**config.mk**
```make
export PLATFORM = sky130hd
export DESIGN_NAME = obstacle_scheduler_flat
export DESIGN_NICKNAME = d
export VERILOG_FILES = /design/src/rtl/obstacle_scheduler_if.sv /design/src/rtl/obstacle_scheduler.sv /design/src/flat_wrapper.sv
export SDC_FILE = /design/constraint.sdc
export NUM_CORES = 1
export LEC_CHECK = 0
export CORE_MARGIN = 5
export CORE_UTILIZATION = 40
export DETAILED_ROUTE_END_ITERATION = 10
export HOLD_SLACK_MARGIN = 0.06
export PLACE_DENSITY = 0.74
export SLEW_MARGIN = 20
export SYNTH_ARGS = -nofsm -noshare
export SYNTH_HDL_FRONTEND = slang
export SYNTH_SLANG_ARGS = --single-unit
```
**constraint.sdc**
```tcl
create_clock -name clk -period 3.7 [get_ports clk]
set_input_delay 1.11 -clock clk [delete_from_list [all_inputs] [get_ports clk]]
set_output_delay 1.11 -clock clk [all_outputs]
set_load 0.005 [all_outputs]
```
**src/rtl/obstacle_scheduler_if.sv**
```systemverilog
// Signal bundle between the obstacle scheduler and the game/obstacle logic around it.
// The scheduler takes the slave side; the game screen and obstacle drivers take the master side.
interface obstacle_scheduler_if;
  logic        game_on;
  logic        menu_on;
  logic        play_selected;
  logic [3:0]  obst_done;
  logic [11:0] rgb_bg;
  logic [47:0] rgb_obst;
  logic [47:0] obst_x_in;
  logic [47:0] obst_y_in;
  logic [3:0]  selected;
  logic        start;
  logic [11:0] rgb_out;
  logic [11:0] obstacle_x;
  logic [11:0] obstacle_y;
  logic [7:0]  round_count;
  logic        timeout_err;

  modport master (
    output game_on, menu_on, play_selected, obst_done,
    output rgb_bg, rgb_obst, obst_x_in, obst_y_in,
    input  selected, start, rgb_out, obstacle_x, obstacle_y, round_count, timeout_err
  );

  modport slave (
    input  game_on, menu_on, play_selected, obst_done,
    input  rgb_bg, rgb_obst, obst_x_in, obst_y_in,
    output selected, start, rgb_out, obstacle_x, obstacle_y, round_count, timeout_err
  );
endinterface

```
**src/rtl/obstacle_scheduler.sv**
```systemverilog
// Rotates through the enabled obstacles: start pulse, run until done or timeout, idle gap, next.
// Also muxes the active obstacle's pixel and hit coordinates onto the shared outputs.
module obstacle_scheduler #(
  parameter int unsigned GAP_CYCLES     = 16000000,
  parameter int unsigned TIMEOUT_CYCLES = 320000000,
  parameter logic [3:0]  ENABLE_MASK    = 4'b1111
) (
  input  logic          clk,
  input  logic          rst,
  obstacle_scheduler_if.slave bus
);

  localparam logic [31:0] GAP_LIM = 32'(GAP_CYCLES);
  localparam logic [31:0] TMO_LIM = 32'(TIMEOUT_CYCLES);

  typedef enum logic [1:0] {IDLE, START, RUN, GAP} state_t;

  state_t      r_state;
  logic [1:0]  r_ptr;
  logic [3:0]  r_selected;
  logic        r_start;
  logic [7:0]  r_round;
  logic        r_timeout;
  logic [31:0] r_run_cnt;
  logic [31:0] r_gap_cnt;
  logic [11:0] r_rgb_p1;
  logic [11:0] r_x_p1;
  logic [11:0] r_y_p1;

  logic        w_abort;
  logic        w_done;
  logic [31:0] w_run_next;
  logic [11:0] w_slot_rgb;
  logic [11:0] w_slot_x;
  logic [11:0] w_slot_y;

  function automatic logic [1:0] next_enabled(input logic [1:0] cur);
    logic [1:0] idx;
    next_enabled = cur;
    // Scan from farthest to nearest so the nearest enabled successor wins; k=4 lands on cur itself.
    for (int k = 4; k >= 1; k--) begin
      idx = cur + 2'(k);
      if (ENABLE_MASK[idx]) next_enabled = idx;
    end
  endfunction

  function automatic logic [1:0] lowest_enabled();
    lowest_enabled = 2'd0;
    for (int i = 3; i >= 0; i--) begin
      if (ENABLE_MASK[i]) lowest_enabled = 2'(i);
    end
  endfunction

  function automatic logic [7:0] sat_inc8(input logic [7:0] v);
    sat_inc8 = (v == 8'hFF) ? v : v + 8'd1;
  endfunction

  function automatic logic [3:0] onehot(input logic [1:0] p);
    onehot = 4'b0001 << p;
  endfunction

  assign w_abort    = bus.menu_on | ~bus.play_selected | ~bus.game_on;
  assign w_done     = bus.obst_done[r_ptr];
  assign w_run_next = r_run_cnt + 32'd1;

  always_comb begin
    w_slot_rgb = bus.rgb_obst[11:0];
    w_slot_x   = bus.obst_x_in[11:0];
    w_slot_y   = bus.obst_y_in[11:0];
    for (int i = 1; i < 4; i++) begin
      if (r_ptr == 2'(i)) begin
        w_slot_rgb = bus.rgb_obst[12*i +: 12];
        w_slot_x   = bus.obst_x_in[12*i +: 12];
        w_slot_y   = bus.obst_y_in[12*i +: 12];
      end
    end
  end

  // Pixel/coordinate stage: one register between the selected slot and the outputs
  always_ff @(posedge clk) begin
    if (!rst) begin
      r_rgb_p1 <= '0;
      r_x_p1   <= '0;
      r_y_p1   <= '0;
    end else begin
      r_rgb_p1 <= (r_state == RUN) ? w_slot_rgb : bus.rgb_bg;
      r_x_p1   <= (r_state == RUN) ? w_slot_x   : 12'd0;
      r_y_p1   <= (r_state == RUN) ? w_slot_y   : 12'd0;
    end
  end

  always_ff @(posedge clk) begin
    if (!rst) begin
      r_state    <= IDLE;
      r_ptr      <= 2'd0;
      r_selected <= 4'd0;
      r_start    <= 1'b0;
      r_round    <= 8'd0;
      r_timeout  <= 1'b0;
      r_run_cnt  <= 32'd0;
      r_gap_cnt  <= 32'd0;
    end else if (r_state == IDLE) begin
      r_selected <= 4'd0;
      r_start    <= 1'b0;
      if (!w_abort && (ENABLE_MASK != 4'b0000)) begin
        r_state    <= START;
        r_ptr      <= lowest_enabled();
        r_selected <= onehot(lowest_enabled());
        r_start    <= 1'b1;
        r_round    <= 8'd0;
        r_timeout  <= 1'b0;
      end
    end else if (w_abort) begin
      // Leaving the game screen wins over any completion seen this cycle
      r_state    <= IDLE;
      r_selected <= 4'd0;
      r_start    <= 1'b0;
      r_run_cnt  <= 32'd0;
      r_gap_cnt  <= 32'd0;
    end else begin
      case (r_state)
        START: begin
          r_start   <= 1'b0;
          r_run_cnt <= 32'd0;
          r_state   <= RUN;
        end
        RUN: begin
          if (w_done) begin
            r_round   <= sat_inc8(r_round);
            r_ptr     <= next_enabled(r_ptr);
            r_run_cnt <= 32'd0;
            r_gap_cnt <= 32'd0;
            r_state   <= GAP;
          end else if (w_run_next >= TMO_LIM) begin
            r_timeout <= 1'b1;
            r_ptr     <= next_enabled(r_ptr);
            r_run_cnt <= 32'd0;
            r_gap_cnt <= 32'd0;
            r_state   <= GAP;
          end else begin
            r_run_cnt <= w_run_next;
          end
        end
        GAP: begin
          if (r_gap_cnt >= GAP_LIM) begin
            r_state    <= START;
            r_start    <= 1'b1;
            r_selected <= onehot(r_ptr);
            r_gap_cnt  <= 32'd0;
          end else begin
            r_gap_cnt <= r_gap_cnt + 32'd1;
          end
        end
        default: r_state <= IDLE;
      endcase
    end
  end

  assign bus.selected    = r_selected;
  assign bus.start       = r_start;
  assign bus.rgb_out     = r_rgb_p1;
  assign bus.obstacle_x  = r_x_p1;
  assign bus.obstacle_y  = r_y_p1;
  assign bus.round_count = r_round;
  assign bus.timeout_err = r_timeout;

endmodule

```
**src/flat_wrapper.sv**
```systemverilog
// flat-port wrapper written by rule: the top's interface ports become plain ports
module obstacle_scheduler_flat 
#(
  parameter int unsigned GAP_CYCLES     = 16000000,
  parameter int unsigned TIMEOUT_CYCLES = 320000000,
  parameter logic [3:0]  ENABLE_MASK    = 4'b1111
)
  (clk, rst, bus_game_on, bus_menu_on, bus_play_selected, bus_obst_done, bus_rgb_bg, bus_rgb_obst, bus_obst_x_in, bus_obst_y_in, bus_selected, bus_start, bus_rgb_out, bus_obstacle_x, bus_obstacle_y, bus_round_count, bus_timeout_err);
  obstacle_scheduler_if bus_i ();
  input  logic clk;
  input  logic rst;
  input wire logic [$bits(bus_i.game_on)-1:0] bus_game_on;
  input wire logic [$bits(bus_i.menu_on)-1:0] bus_menu_on;
  input wire logic [$bits(bus_i.play_selected)-1:0] bus_play_selected;
  input wire logic [$bits(bus_i.obst_done)-1:0] bus_obst_done;
  input wire logic [$bits(bus_i.rgb_bg)-1:0] bus_rgb_bg;
  input wire logic [$bits(bus_i.rgb_obst)-1:0] bus_rgb_obst;
  input wire logic [$bits(bus_i.obst_x_in)-1:0] bus_obst_x_in;
  input wire logic [$bits(bus_i.obst_y_in)-1:0] bus_obst_y_in;
  output wire logic [$bits(bus_i.selected)-1:0] bus_selected;
  output wire logic [$bits(bus_i.start)-1:0] bus_start;
  output wire logic [$bits(bus_i.rgb_out)-1:0] bus_rgb_out;
  output wire logic [$bits(bus_i.obstacle_x)-1:0] bus_obstacle_x;
  output wire logic [$bits(bus_i.obstacle_y)-1:0] bus_obstacle_y;
  output wire logic [$bits(bus_i.round_count)-1:0] bus_round_count;
  output wire logic [$bits(bus_i.timeout_err)-1:0] bus_timeout_err;
  assign bus_i.game_on = bus_game_on;
  assign bus_i.menu_on = bus_menu_on;
  assign bus_i.play_selected = bus_play_selected;
  assign bus_i.obst_done = bus_obst_done;
  assign bus_i.rgb_bg = bus_rgb_bg;
  assign bus_i.rgb_obst = bus_rgb_obst;
  assign bus_i.obst_x_in = bus_obst_x_in;
  assign bus_i.obst_y_in = bus_obst_y_in;
  assign bus_selected = bus_i.selected;
  assign bus_start = bus_i.start;
  assign bus_rgb_out = bus_i.rgb_out;
  assign bus_obstacle_x = bus_i.obstacle_x;
  assign bus_obstacle_y = bus_i.obstacle_y;
  assign bus_round_count = bus_i.round_count;
  assign bus_timeout_err = bus_i.timeout_err;
  obstacle_scheduler #(.GAP_CYCLES(GAP_CYCLES), .TIMEOUT_CYCLES(TIMEOUT_CYCLES), .ENABLE_MASK(ENABLE_MASK)) u_core (.clk(clk), .rst(rst), .bus(bus_i));
endmodule
```
==> metrics, run 1 <==
status finished clean; r2r startpoint u_core.r_run_cnt[0]; Seq/Total Area, Yosys 33.8%; VDD IR max 0.289 mV; post-synthesis compound-gate area fraction 20.4%; Max-cap violations 0; post-synthesis adder-cell area fraction 2.15%; first-pass iteration count of the detailed router 5; clk sinks between 100 and 150; first-pass GRT wire length about 35000 um; net switching power between 0.8 and 0.9 mW; fin nets 1286; initial core utilization around two fifths; worst hold path type reg2reg; DIE AREA 20200 um^2; fill count 1559; Worst Hold Launch u_core.bus.selected[1]; DRT Wirelength 21700 um; post-DR wirelength/cell 16.1 um; Routability Congestion between 0.8 and 0.9; Reg clk slew, reported paths 0.06 ns; routed vias/inst 5.52; Post-CTS Setup Bufs 0; Hold EP u_core.bus.selected[1]; Synth Area in Simple Gates 30.3%; fin crit share 90.0%; total gr overflow 0; slowest CP cell nor4_2; drc violations 0; die height 142 um; Pint 2.46 mW; Hold WS between 0.4 and 0.5 ns; YS warnings 0; register bit count reported by yosys 118; Cell Area, Placed approximately 9400 um^2; Layout area overhead 42.9%; crit path capture type register; Longest Clk Path Bufs 2; total negative slack 0 ns; power consumption approximately 3.3 mW; Setup crit start kind register; overall routing resource usage 21.3%; EDFF count, synth 0; critical path class reg2reg; asr flop ratio synth 0%; fin. max-slew vios 0; final clock skew 0.00905 ns; Cell Chain, Critical Path ha_1, nand2_1, nor4_2, and4_1, o211ai_1, a22o_1, a211oi_4, buf_4, o31ai_1, a21oi_1; switching part of the total 25.1%; worst-margin pin slew 0.757 ns; fmax around 0.30 GHz; max_slew headroom 49.5%; fin util 57.9%; xor/xnor share of the synthesized area 2.89%; most common library cell in the layout ignoring fill and taps clkdlybuf4s50_1; synth unique cells 69; final worst path period need about 3.3 ns; vias in the first global route between 7000 and 8000; CTS resizes 0; H-tree Lvls 4; commonest cells after routing, fill and taps aside clkdlybuf4s50_1, nor2_1, dfxtp_1, a21oi_1, nand2_1; Top-Level Pins 215; Placement Rows 48; hold depth 2; slowest cell delay on critical path 0.48 ns; Reg power frac 39.3%; PwrDens roughly 330 nW/um^2; DIE WIDTH between 100 and 150 um; clk_lat worst skew approximately 0.4 ns; final setup violating endpoints 0; CTS root buffer clkbuf_16; Post-Synthesis Net Count 1087; Mapped Avg Cell Area 7.67 um^2; Clk pwr share 48.0%; multiplexer area fraction after synthesis 5.48%; worst path arrival time 3.68 ns; largest net degree at the start of global routing 74; Leak 3.54 nW; Post-Place Setup Slack 0.245 ns; port bufs approximately 210; vias 7442; Hold Vio Cnt, Final 0; Netlist Area Pre-Place 6980 um^2; FF-to-FF End u_core.r_gap_cnt[25]; Synth Instances 910; Critical Path RT 4.04 ns; RSZ-0062 raised after global routing false; core area 17200 um^2; Non-Filler Instances 1347; critical path fanouts, max 20; diodes inserted 0; Main synth FF type dfxtp_1; Gate power share 12.7%; CTS tree yes; Final HPWL DP 16500 um; DRT antenna net count 0; cts hold-fix bufs 0; path depth of the worst reg2reg path 10; largest family of logic cells by synthesized area simple AND/OR/NAND/NOR gates; layout cells sized above 1 7.58%; FF-to-FF setup slack between 0.3 and 0.4 ns; TritonCTS buffer count 17; post-route cell area 9970 um^2; Initial DRC Count 488; placed insts 1315; initial antenna violation count 0; Worst Slack Setup Final 0.368 ns
-- flip-flops by register name, indices dropped and copies added (netlist names) --
name,count
u_core.bus.obstacle_x,12
u_core.r_ptr,2
u_core.bus.obstacle_y,12
u_core.r_state,2
u_core.bus.rgb_out,12
u_core.r_run_cnt,32
u_core.r_gap_cnt,32
u_core.bus.selected,4
u_core.bus.timeout_err,1
u_core.bus.round_count,8
u_core.bus.start,1
-- worst max-delay path: cells and delay by family (launching register included) --
family	cells	cell delay [ns]
AOI/OAI and AO/OA	5	1.20
and+or+nand+nor	3	0.97
DFF	1	0.44
adders and majority gates	1	0.32
buffers and inverters	1	0.31
-- worst max path at each step --
stage / slack (ns) / start / end
after floorplan: 0.82 / bus_obst_done[3] / u_core.r_gap_cnt[10]
after global placement: 0.33 / bus_obst_done[3] / u_core.r_gap_cnt[24]
after detailed placement: 0.25 / bus_obst_done[3] / u_core.r_gap_cnt[25]
after CTS: 0.36 / u_core.r_run_cnt[0] / u_core.r_gap_cnt[25]
after global routing: 0.08 / u_core.r_run_cnt[0] / u_core.r_gap_cnt[27]
final: 0.37 / u_core.r_run_cnt[0] / u_core.r_gap_cnt[25]
-- kinds of logic (layout without fill, tap and decap cells) --
family | count (synthesis) | count (layout)
AOI/OAI and AO/OA | 223 | 223
xor gates and xnor gates | 23 | 23
adders and majority gates | 12 | 12
buffers and inverters | 86 | 298
DFF | 118 | 118
muxes | 37 | 37
and+or+nand+nor | 411 | 411
-- power groups by stage --
stage	clock network (mW)	logic, mW	registers [mW]
floorplan	0	0.154	1.32
global placement	0	0.413	1.32
detailed placement	0	0.417	1.32
CTS	1.61	0.419	1.29
global route	1.67	0.454	1.29
finish	1.57	0.417	1.29
-- final cells by class --
type                            count  area [um^2]  share of cell area, %
Sequential cell                   118         2360                   23.7
Inverter                           20         75.1                  0.753
Multi-Input combinational cell    706         4300                   43.2
Tap cell                          225          282                   2.82
Clock buffer                       17          425                   4.27
Clock inverter                     15          143                   1.43
Timing Repair Buffer              246         2380                   23.9
-- cells in the mapped netlist (all sizes together) (5+ instances only) --
cell type | number | share of area (%)
nor4 | 22 | 2.4
o21ai | 39 | 2.9
ha | 12 | 2.2
nand3b | 14 | 1.5
xnor2 | 9 | 1.1
xor2 | 14 | 1.8
o211ai | 23 | 2.5
nand3 | 28 | 2.0
or4 | 11 | 1.2
a211oi | 5 | 0.61
nand4b | 7 | 0.88
nand2 | 64 | 3.4
a21oi | 96 | 6.9
clkbuf | 43 | 2.3
o311ai | 16 | 2.0
nor3 | 11 | 0.79
and2 | 12 | 1.1
buf | 23 | 1.6
mux2i | 36 | 5.2
and4 | 11 | 1.4
nand4 | 23 | 2.6
and3 | 36 | 3.2
a31oi | 5 | 0.45
inv | 20 | 1.1
dfxtp | 118 | 34
nor2 | 160 | 8.6
-- metal layers --
layer	share of wire (%)	global-route usage, %	vias to the layer above
met1	39	24.7	3372
li1	-	-	3742
met5	0	0	-
met2	50	37.5	293
met3	8.6	6.42	35
met4	2.3	6.97	0
Power figures use the tool's default switching activity.
==> run 2: changes to the inputs <==
==> constraint.sdc (replaced) <==
create_clock -name clk -period 3.3 [get_ports clk]
set_input_delay 0.66 -clock clk [delete_from_list [all_inputs] [get_ports clk]]
set_output_delay 0.66 -clock clk [all_outputs]
set_load 0.005 [all_outputs]
==> metrics, run 2 (synthesis gave the netlist of run 1 again) <==
status finished clean; slowest CP cell o311ai_0; routed vias/inst 5.44 (-1.5%); Final HPWL DP 16700 um (+1.5%); Hold Vio Cnt, Final 0 (unchanged); max_slew headroom 51.4% (+1.9 points); Routability Congestion 0.885 (-1.2%); fin nets 1291 (+0.39%); fin util 58.9% (+1.0 points); diodes inserted 0 (unchanged); VDD IR max 0.482 mV (+67%); DIE WIDTH 142 um (unchanged); final clock skew 0.00737 ns (-0.00167 ns); Non-Filler Instances 1352 (+0.37%); DIE AREA 20200 um^2 (unchanged); CTS root buffer clkbuf_16; DRT antenna net count 0 (unchanged); Initial DRC Count 434 (-11%); WL met2 11100 um (+0.99%); final worst path period need 3.08 ns (-0.254 ns); register area 2360 um^2 (unchanged); critical path fanouts, max 18 (-10%); Critical Path RT 3.57 ns (-0.47 ns); Crit path buffers/inverters 1 (unchanged); Top-Level Pins 215 (unchanged); Placement Rows 48 (unchanged); post-DR wirelength/cell 16.3 um (+1.1%); fin crit share 93.2% (+3.2 points); Pint 3.13 mW (+27%); Gate power share 11.6% (-1.1 points); H-tree Lvls 4 (unchanged); initial antenna violation count 0 (unchanged); commonest cells after routing, fill and taps aside clkdlybuf4s50_1, nor2_1, dfxtp_1, a21oi_1, nand2_1; PwrDens 394 nW/um^2 (+20%); DRT Wirelength 22100 um (+1.4%); placed insts 1317 (+0.15%); worst hold path type reg2reg; initial core utilization 40.5% (unchanged); largest net degree at the start of global routing 53 (-28%); multi-input logic area 4330 um^2 (+0.64%); clk_lat worst skew 0.41 ns (about the same); post-route cell area 10100 um^2 (+1.8%); core area 17200 um^2 (unchanged); overall routing resource usage 21.6% (+0.25 points); Leak 3.66 nW (+3.4%); die height 142 um (unchanged); DR WL met3 1630 um (-12%); CTS tree yes; net switching power 0.867 mW (+5.2%); Reg clk slew, reported paths 0.06 ns (about the same); RSZ-0062 raised after global routing false; Reg power frac 36.2% (-3.1 points); worst-margin pin slew 0.729 ns (-0.0278 ns); top layer in use met4; drc violations 0 (unchanged); fin. max-slew vios 0 (unchanged); first-pass GRT wire length 35600 um (+0.94%); first-pass iteration count of the detailed router 5 (unchanged); Setup crit start kind register; crit path capture type register; worst path arrival time 3.35 ns (-0.33 ns); critical path class reg2reg; fmax 0.325 GHz (+8.3%); Clk pwr share 52.1% (+4.1 points); TritonCTS buffer count 17 (unchanged); fill count 1556 (-0.19%); switching part of the total 21.7% (-3.4 points); clk sinks 118 (unchanged); final setup violating endpoints 0 (unchanged); vias in the first global route 7103 (+0.38%); FF-to-FF setup slack 0.22 ns (-0.15 ns); power consumption 4.00 mW (+22%); total gr overflow 0 (unchanged); biggest regs u_core.r_gap_cnt (32), u_core.r_run_cnt (32); port bufs 214 (unchanged); Cell Chain, Critical Path ha_1, nand2_1, nor4_4, a211oi_1, o32a_1, o211ai_2, a211oi_4, buf_4, o311ai_0, o21ai_1; most common library cell in the layout ignoring fill and taps clkdlybuf4s50_1; Cell Area, Placed 9420 um^2 (+0.16%); Crit path max-delay family compound AO/OA/AOI/OAI gates; Layout area overhead 45.4%; layout cells sized above 1 8.07% (+0.50 points); WL met1 8890 um (+5.4%); slowest cell delay on critical path 0.46 ns (-0.02 ns); Max-cap violations 0 (unchanged); total negative slack 0 ns (unchanged); Longest Clk Path Bufs 2 (unchanged); vias 7357 (-1.1%)
run 2: cell types whose count changed in the layout (fill, tap and decap cells not counted), sizes merged:
| cell | before | now |
|---|---|---|
| buf | 32 | 37 |
| clkinv | 5 | 3 |
| bufinv | 1 | 5 |
| clkinvlp | 2 | 0 |
| inv | 27 | 22 |
| clkbuf | 17 | 22 |
run 2: per-stage QoR:
step / hold WS (ns) / setup WS (ns)
2_1_floorplan: 0.426 / 0.572
3_3_place_gp: 0.437 / 0.231
3_5_place_dp: 0.450 / 0.181
4_1_cts: 0.459 / 0.134
5_1_grt: 0.480 / 0.00482
6_report: 0.451 / 0.223
run 2: final cells by class:
type,instances,area share (%)
Timing Repair Buffer,251,23.9
Inverter,20,0.740
Multi-Input combinational cell,706,42.7
Clock buffer,22,4.77
Sequential cell,118,23.3
Tap cell,225,2.77
Clock inverter,10,1.87
run 2: worst min-delay path: cells and delay by family, from the launching register on:
kind | cells | cell delay, ns
DFF | 1 | 0.31
AOI/OAI and AO/OA | 1 | 0.05
buffers and inverters | 1 | 0.05
run 2: final timing paths:
path                             start                    to  cells after the start
setup / recovery   u_core.r_run_cnt[0]  u_core.r_gap_cnt[16]                     10
hold / removal    u_core.r_gap_cnt[27]  u_core.r_gap_cnt[27]                      2
setup reg to reg   u_core.r_run_cnt[0]  u_core.r_gap_cnt[16]                     10
hold reg to reg   u_core.r_gap_cnt[27]  u_core.r_gap_cnt[27]                      2
run 2: power groups by stage:
stage,clock (mW),sequential [mW],combinational [mW]
2_1_floorplan,0,1.48,0.173
3_3_place_gp,0,1.48,0.458
3_5_place_dp,0,1.48,0.462
4_1_cts,2.12,1.45,0.464
5_1_grt,2.19,1.45,0.504
6_report,2.08,1.45,0.465
run 2: what timing repair did:
item | in CTS | in global routing
hold buffers | 0 | 0
endpoints found under the setup margin | 0 | 38
buffers inserted | 0 | 3
resized for setup | 0 | 5
run 2: per-layer routing:
layer / GRT usage [%] / vias up
li1: - / 3740
met1: 24.8 / 3341
met2: 37.9 / 246
met3: 6.55 / 30
met4: 7.42 / 0
met5: 0 / -
==> run 3: changes to the inputs <==
CTS_CLUSTER_SIZE = 8   (was default)
==> results of run 3 <==
The final DEF is identical to that of run 2; final timing and power are the same.
